$ cat src/rtl/tgen_pkg.sv
// Shared types and reset key constants for the tag stream generator.
package tgen_pkg;

  typedef enum logic [1:0] {
    ST_IDLE  = 2'd0,
    ST_ACCUM = 2'd1,
    ST_DONE  = 2'd2
  } tgen_state_e;

  localparam logic [3:0] TGEN_BF_INIT  = 4'b1101;
  localparam logic [7:0] TGEN_ROT_INIT = {2'd3, 2'd0, 2'd1, 2'd2};

endpackage

$ cat src/rtl/tgen_seg_xform.sv
// Per-segment transform: optional bitwise inversion followed by a left rotate.
module tgen_seg_xform #(
  parameter int SEG_W = 4,
  parameter int ROT_W = 2
) (
  input  logic [SEG_W-1:0] seg_i,
  input  logic             flip_i,
  input  logic [ROT_W-1:0] rot_i,
  output logic [SEG_W-1:0] seg_o
);

  logic [SEG_W-1:0]   flipped;
  logic [2*SEG_W-1:0] dbl;

  // Rotating a doubled copy leaves the rotated word in the upper half.
  always_comb begin
    flipped = flip_i ? ~seg_i : seg_i;
    dbl     = {flipped, flipped} << (int'(rot_i) % SEG_W);
    seg_o   = dbl[2*SEG_W-1:SEG_W];
  end

endmodule

$ cat src/rtl/tag_stream_gen.sv
// Keyed tag generator: XOR-accumulates flipped/rotated segments of a message
// and presents the tag with a compare against an expected value.
//
// state    | meaning
// ST_IDLE  | waiting for first beat; key_load accepted here
// ST_ACCUM | message in progress, one beat per cycle
// ST_DONE  | tag presented until tag_valid && tag_ready
module tag_stream_gen
  import tgen_pkg::*;
#(
  parameter int                       SEG_W    = 4,
  parameter int                       NUM_SEG  = 4,
  parameter int                       ROT_W    = $clog2(SEG_W),
  parameter logic [NUM_SEG-1:0]       BF_INIT  = TGEN_BF_INIT,
  parameter logic [NUM_SEG*ROT_W-1:0] ROT_INIT = TGEN_ROT_INIT
) (
  input  logic                     clk,
  input  logic                     rst_n,
  input  logic                     key_load,
  input  logic [NUM_SEG-1:0]       key_bf,
  input  logic [NUM_SEG*ROT_W-1:0] key_rot,
  input  logic                     s_valid,
  output logic                     s_ready,
  input  logic [SEG_W-1:0]         s_data,
  input  logic                     s_last,
  input  logic [SEG_W-1:0]         exp_tag,
  output logic                     tag_valid,
  input  logic                     tag_ready,
  output logic [SEG_W-1:0]         tag,
  output logic                     tag_match
);

  localparam int K_W = (NUM_SEG > 1) ? $clog2(NUM_SEG) : 1;

  tgen_state_e              state_q, state_d;
  logic [K_W-1:0]           k_q, k_d, k_sel;
  logic [SEG_W-1:0]         acc_q, acc_d, acc_base, seg_x;
  logic                     match_q, match_d;
  logic [NUM_SEG-1:0]       key_bf_q, key_bf_d;
  logic [NUM_SEG*ROT_W-1:0] key_rot_q, key_rot_d;
  logic                     beat;

  assign s_ready   = ((state_q == ST_IDLE) && !key_load) || (state_q == ST_ACCUM);
  assign beat      = s_valid && s_ready;
  // A beat taken in IDLE starts a fresh message: slot 0, empty accumulator.
  assign k_sel     = (state_q == ST_IDLE) ? '0 : k_q;
  assign acc_base  = (state_q == ST_IDLE) ? '0 : acc_q;
  assign tag_valid = (state_q == ST_DONE);
  assign tag       = acc_q;
  assign tag_match = match_q;

  tgen_seg_xform #(
    .SEG_W(SEG_W),
    .ROT_W(ROT_W)
  ) u_xform (
    .seg_i (s_data),
    .flip_i(key_bf_q[k_sel]),
    .rot_i (key_rot_q[k_sel*ROT_W +: ROT_W]),
    .seg_o (seg_x)
  );

  always_comb begin
    state_d   = state_q;
    k_d       = k_q;
    acc_d     = acc_q;
    match_d   = match_q;
    key_bf_d  = key_bf_q;
    key_rot_d = key_rot_q;

    case (state_q)
      ST_IDLE: begin
        if (key_load) begin
          key_bf_d  = key_bf;
          key_rot_d = key_rot;
        end
      end
      ST_ACCUM: ;
      ST_DONE: begin
        if (tag_ready) state_d = ST_IDLE;
      end
      default: state_d = ST_IDLE;
    endcase

    if (beat) begin
      acc_d = acc_base ^ seg_x;
      if (s_last) begin
        state_d = ST_DONE;
        k_d     = '0;
        match_d = (acc_d == exp_tag);
      end else begin
        state_d = ST_ACCUM;
        k_d     = (k_sel == K_W'(NUM_SEG - 1)) ? '0 : k_sel + K_W'(1);
      end
    end
  end

  always_ff @(posedge clk or negedge rst_n) begin
    if (!rst_n) begin
      state_q   <= ST_IDLE;
      k_q       <= '0;
      acc_q     <= '0;
      match_q   <= 1'b0;
      key_bf_q  <= BF_INIT;
      key_rot_q <= ROT_INIT;
    end else begin
      state_q   <= state_d;
      k_q       <= k_d;
      acc_q     <= acc_d;
      match_q   <= match_d;
      key_bf_q  <= key_bf_d;
      key_rot_q <= key_rot_d;
    end
  end

endmodule

$ cat config.mk
export PLATFORM = sky130hd
export DESIGN_NAME = tag_stream_gen
export DESIGN_NICKNAME = d
export VERILOG_FILES = /design/src/rtl/tgen_pkg.sv /design/src/rtl/tgen_seg_xform.sv /design/src/rtl/tag_stream_gen.sv
export SDC_FILE = /design/constraint.sdc
export NUM_CORES = 1
export LEC_CHECK = 0
export BUFFER_PORTS_ARGS = -buffer_cell sky130_fd_sc_hd__buf_4
export CAP_MARGIN = 0
export CORE_MARGIN = 2
export CORE_UTILIZATION = 28
export DETAILED_ROUTE_END_ITERATION = 16
export GPL_TIMING_DRIVEN = 0
export SYNTH_ARGS = -nofsm -noshare
export SYNTH_HDL_FRONTEND = slang
export SYNTH_SLANG_ARGS = --single-unit
export TNS_END_PERCENT = 10
$ cat constraint.sdc
create_clock -name clk -period 2.6 [get_ports clk]
set_input_delay 0.13 -clock clk [delete_from_list [all_inputs] [get_ports clk]]
set_output_delay 0.13 -clock clk [all_outputs]
set_load 0.02 [all_outputs]
==> results.yml, run 1 <==
placed_design:
  place_area_sq_um: 1800
  port_buffers: 32
  dp_hpwl_mm: 2.62
  gp_congestion: 0.808
run_status:
  status: "finished clean"
synth:
  postSynthCellCount: 148
  syn_area_sq_um: 1470
  synth_enable_flop_cells: 0
  synth_largest_area_cell: "dfrtp_1"
  synth_top_area_share_pct: 23.8
  yosysWarnings: 0
  synth_most_common_cell: "mux2_2"
  yosysUniqueCellTypes: 46
  ys_seq_elements: 21
  synth_area_per_cell_sq_um: 9.96
  ys_seq_area_share_pct: 36.2
  syn_nets: 174
  synthArstFlopShare_pct: 100
  synthTopCellsByArea: "dfrtp_1 24%, dfstp_2 12%, mux2_2 11%, a21oi_1 3.7%, nand2_1 3.1%"
  ys.flop_type: "dfrtp_1"
  synth_common_cells: "15 x mux2_2, 14 x dfrtp_1, 12 x nand2_1, 11 x a21oi_1, 7 x dfstp_2"
worst_setup_path:
  worst-path-max-fanout: 8
  cpMaxStageDelayCell: "a221oi_2"
  path_class: "reg -> reg"
  max_stage_delay_ns: 0.57
  cp_cell_sequence: "buf_2, o21a_2, a221oi_2, nand2_1, o2111ai_4, xnor2_1, o41ai_2"
  cp.buffers_inverters: 1
  timing.reg2reg.setup_slack_ns: 0.18
  arrival_ns: 2.58
  required_ns: 2.77
  worstSetupStartpointType: "flop"
  endpoint_kind: "flop"
  cp_top_family: "compound AO/OA/AOI/OAI gates"
layout:
  postLayoutCellArea_sq_um: 1880
  antenna-diode-count: 0
  drive_above_1_share_pct: 39.0
  utilization_pct: 36.7
  fin_nets: 214
  syn_to_final_growth_pct: 27.2
clock_network:
  htreeDepth: 1
  clk_path_buf_depth: 2
  cts_tree: "built"
  root_buffer: "clkbuf_8"
  clk_latency_ns: 0.26
  path_clk_slew_ns: 0.08
  cts-buffers-inserted: 3
  clkSinkCount: 21
timing:
  finalSetupTns_ns: 0
  hold_viol_final: 0
  setup_viol: 0
  min_period_ns: 2.42
  tightestPinTransition_ns: 0.620
  rsz0062_at_grt: "no"
  fin_worst_skew_ns: 0.00134
  fmax_mhz: 414
  drv_slew: 0
  hold_ws_ns: 0.0600
  slew_headroom_pct: 58.7
  period_share_pct: 92.9
power_and_ir_drop:
  p_leak_nw: 0.788
  ir_drop_v: 0.000336
  power_mw: 1.85
  power_density_nw_per_um2: 984
worst_hold_path:
  min_path_type: "in -> reg"
detailed_routing:
  drtAntennaViolNets: 0
  drc: 0
  wl_per_cell_um: 13.1
  wirelength_mm: 3.37
  viasPerCell: 4.93
  first_iter_violations: 49
  dr.pass1.iters: 4
  dr_total_vias: 1268
die:
  core.rowCount: 26
  design.die.area_sq_um: 5860
  core_area_sq_um: 5110
  fp.dieW_um: 76.6
  ios: 33
  start_util_pct: 28.9
  die_y_um: 76.6
job:
  cap_violations: 0
global_route:
  grt_pass1_vias: 1239
  grt_use_total_pct: 12.2
  grt_overflow_total: 0
  grt_pass1_wl_mm: 5.86
  grt_max_degree: 22
  antenna_found_initial: 0
==> through the flow <==
stage                     std cells  setup slack [ns]
final                           257             0.184
after global routing            257           0.00667
after CTS                       255             0.144
after detailed placement        250             0.174
after global placement          250             0.200
after floorplan                 148             0.385
==> final timing paths <==
check,from,end,cells past startpoint
min in group asynchronous,rst_n,state_q[0],2
setup reg to reg,state_q[0],tag_match,7
hold / removal,tag_ready,state_q[1],2
hold reg to reg,tag_match,tag_match,2
setup / recovery,state_q[0],tag_match,7
max in group asynchronous,rst_n,key_bf_q[3],2
==> registers in the layout, indices dropped and copies added, names as in the netlist <==
| register | cells |
|---|---|
| tag | 4 |
| state_q | 2 |
| k_q | 2 |
| tag_match | 1 |
| key_bf_q | 4 |
| key_rot_q | 8 |
==> what timing repair did <==
action,CTS,global route
endpoints found under the setup margin,0,1
hold endpoints to repair,21,0
hold buffers,1,0
resized for setup,0,0
buffers inserted,0,2
==> metal layers <==
layer / up-vias / GRT usage, % / part of all wire (%)
met1: 597 / 16.5 / 47
li1: 639 / - / -
met2: 30 / 19.9 / 48
met4: 0 / 2.18 / 0.50
met5: - / 0 / 0
met3: 2 / 2.96 / 5.1
==> report_power, final <==
part           switching, mW  internal, mW  total (mW)  leakage (nW)
Combinational          0.582         0.521        1.10         0.521
Sequential            0.0729         0.447       0.520         0.245
Clock                  0.114         0.108       0.222        0.0217
==> layout make-up <==
| cell class | count | area [sq um] |
|---|---|---|
| Buffer | 7 | 40.0 |
| Clock buffer | 3 | 41.3 |
| Clock inverter | 1 | 7.51 |
| Fill cell | 554 | 3230 |
| Inverter | 2 | 7.51 |
| Multi-Input combinational cell | 118 | 892 |
| Sequential cell | 21 | 534 |
| Tap cell | 70 | 87.6 |
| Timing Repair Buffer | 35 | 265 |
==> cell families after synthesis <==
| family | count (synthesis) | share of synthesized area, % |
|---|---|---|
| compound gates | 44 | 24.2 |
| xor+xnor | 9 | 5.35 |
| buf+inv | 9 | 3.23 |
| flops | 21 | 36.2 |
| mux | 18 | 13.5 |
| simple gates | 47 | 17.5 |
==> layout by cell type (no fill, tap or decap), types with 3 or more instances in the layout <==
cell type / count
and2_1: 5
nor3_1: 3
a21o_1: 3
mux2_2: 15
a21oi_1: 11
nand2b_1: 4
o211ai_1: 6
o21ai_0: 4
or4_1: 3
xnor2_1: 5
dfrtp_1: 14
mux2i_1: 3
xor2_1: 4
dfstp_2: 7
clkbuf_8: 3
clkbuf_1: 3
buf_4: 35
nand3_1: 6
a221o_1: 3
and3_1: 5
nand2_1: 12
Note: power is estimated with default switching activity, not from simulation.
==> inputs of run 2 (changes only) <==
Settings changed: CORE_MARGIN 2 to default.
Clock period 2.6 ns to 2.21 ns, I/O delays scaled along.
==> results.yml, run 2 (synthesis gave the netlist of run 1 again) <==
timing:
  tightestPinTransition_ns: 0.550
  period_share_pct: 101
  slew_headroom_pct: 63.4
  worst_slack_ns: -0.0303
  drv_slew: 0
  min_period_ns: 2.24
  rsz0062_at_grt: "yes"
  finalSetupTns_ns: -0.107
  setup_viol: 4
  hold_ws_ns: 0.0387
  fin_worst_skew_ns: 0.00660
  fmax_mhz: 446
  hold_viol_final: 0
layout:
  final_common_cell: "buf_4"
  regMostFlops: "key_rot_q"
  postLayoutCellArea_sq_um: 2040
  syn_to_final_growth_pct: 38.5
  fill_cells: 528
  drive_above_1_share_pct: 50.5
  largest_reg_flops: 8
  utilization_pct: 40.2
  final_cell_mix: "40 x buf_4, 12 x mux2_2, 12 x dfrtp_1, 11 x nand2_1, 9 x a21oi_1"
  fin_nets: 219
  stdcell_count: 262
  antenna-diode-count: 0
placed_design:
  gp_congestion: 0.829
  dpl.cell_count: 250
  place_area_sq_um: 1810
  place_worst_setup_slack_ns: -0.219
  dp_hpwl_mm: 2.58
  port_buffers: 32
power_and_ir_drop:
  power_mw: 2.40
  swShare_pct: 41.0
  p_seq_share_pct: 26.2
  p_clk_share_pct: 11.0
  ir_drop_v: 0.000445
  power_density_nw_per_um2: 1180
  p_switching_mw: 0.986
  intPower_mw: 1.42
  combPwrFrac_pct: 62.7
  p_leak_nw: 0.852
worst_setup_path:
  r2r_cells: 7
  endpoint_kind: "flop"
  worst-path-max-fanout: 8
  arrival_ns: 2.38
  worstSetupStartpointType: "flop"
  required_ns: 2.35
  path_class: "reg -> reg"
die:
  die_y_um: 74.6
  core_area_sq_um: 5070
  start_util_pct: 29.0
  design.die.area_sq_um: 5560
  core.rowCount: 26
  fp.dieW_um: 74.6
  ios: 33
global_route:
  grt_max_degree: 22
  grt_overflow_total: 0
  grt_pass1_vias: 1255
  antenna_found_initial: 0
  grt_pass1_wl_mm: 5.90
  grt_use_total_pct: 14.1
worst_hold_path:
  hold_depth: 2
  min_path_type: "in -> reg"
job:
  cap_violations: 0
detailed_routing:
  wirelength_mm: 3.51
  dr.pass1.iters: 4
  wl_per_cell_um: 13.4
  first_iter_violations: 28
  dr_total_vias: 1298
  drtAntennaViolNets: 0
  drc: 0
  viasPerCell: 4.95
clock_network:
  clkSinkCount: 21
  root_buffer: "clkbuf_8"
  cts_tree: "built"
  cts-buffers-inserted: 3
  path_clk_slew_ns: 0.08
  clk_latency_ns: 0.27
  clk_path_buf_depth: 2
  htreeDepth: 1
run_status:
  status: "finished, violations left"
  violations: "setup timing"
-- run 2: path summary, 6_finish.rpt --
check	start	end	slack, ns
worst max-delay path	state_q[0]	tag[0]	-0.03
worst min-delay path	tag_ready	state_q[1]	0.04
worst max register to register	state_q[0]	tag[0]	-0.03
worst min register to register	tag_match	tag_match	0.49
max in group asynchronous	rst_n	key_bf_q[0]	1.68
min in group asynchronous	rst_n	key_rot_q[0]	0.26
-- run 2: what timing repair did --
action                     4_1_cts  5_1_grt
hold endpoints to repair        21        0
buffers inserted                 8        0
setup endpoints to repair        5        5
hold buffers                     1        0
pin swaps                       11        2
gates resized for setup         24        5
-- run 2: power groups by stage --
stage | Sequential, mW | Combinational, mW | Clock, mW
after floorplan | 0.650 | 0.940 | 0
final | 0.630 | 1.51 | 0.265
after global routing | 0.648 | 1.66 | 0.291
after detailed placement | 0.621 | 1.27 | 0
after CTS | 0.630 | 1.48 | 0.279
after global placement | 0.616 | 1.25 | 0
-- run 2: worst max-delay path, cell delays in order (launching register included) --
cell	delay [ns]
dfrtp_2	0.50
o211ai_1	0.23
a21oi_2	0.10
a221o_2	0.37
or4_4	0.53
o2111ai_2	0.11
mux2i_1	0.20
a21oi_1	0.08
-- run 2: per-layer routing --
metal	share of wire [%]	wire, um	global-route usage (%)	vias up
met4	0.66	23	3.35	0
met3	4.6	163	4.07	2
met1	45	1600	17.4	615
li1	-	-	-	647
met2	49	1730	24.2	34
met5	0	0	0	-
-- run 2: layout make-up --
type | instances | area (sq um) | area share, %
Multi-Input combinational cell | 118 | 1010 | 49.6
Sequential cell | 21 | 537 | 26.3
Timing Repair Buffer | 41 | 310 | 15.2
Tap cell | 70 | 87.6 | 4.29
Clock buffer | 3 | 41.3 | 2.02
Buffer | 6 | 38.8 | 1.90
Clock inverter | 1 | 7.51 | 0.368
Inverter | 2 | 7.51 | 0.368
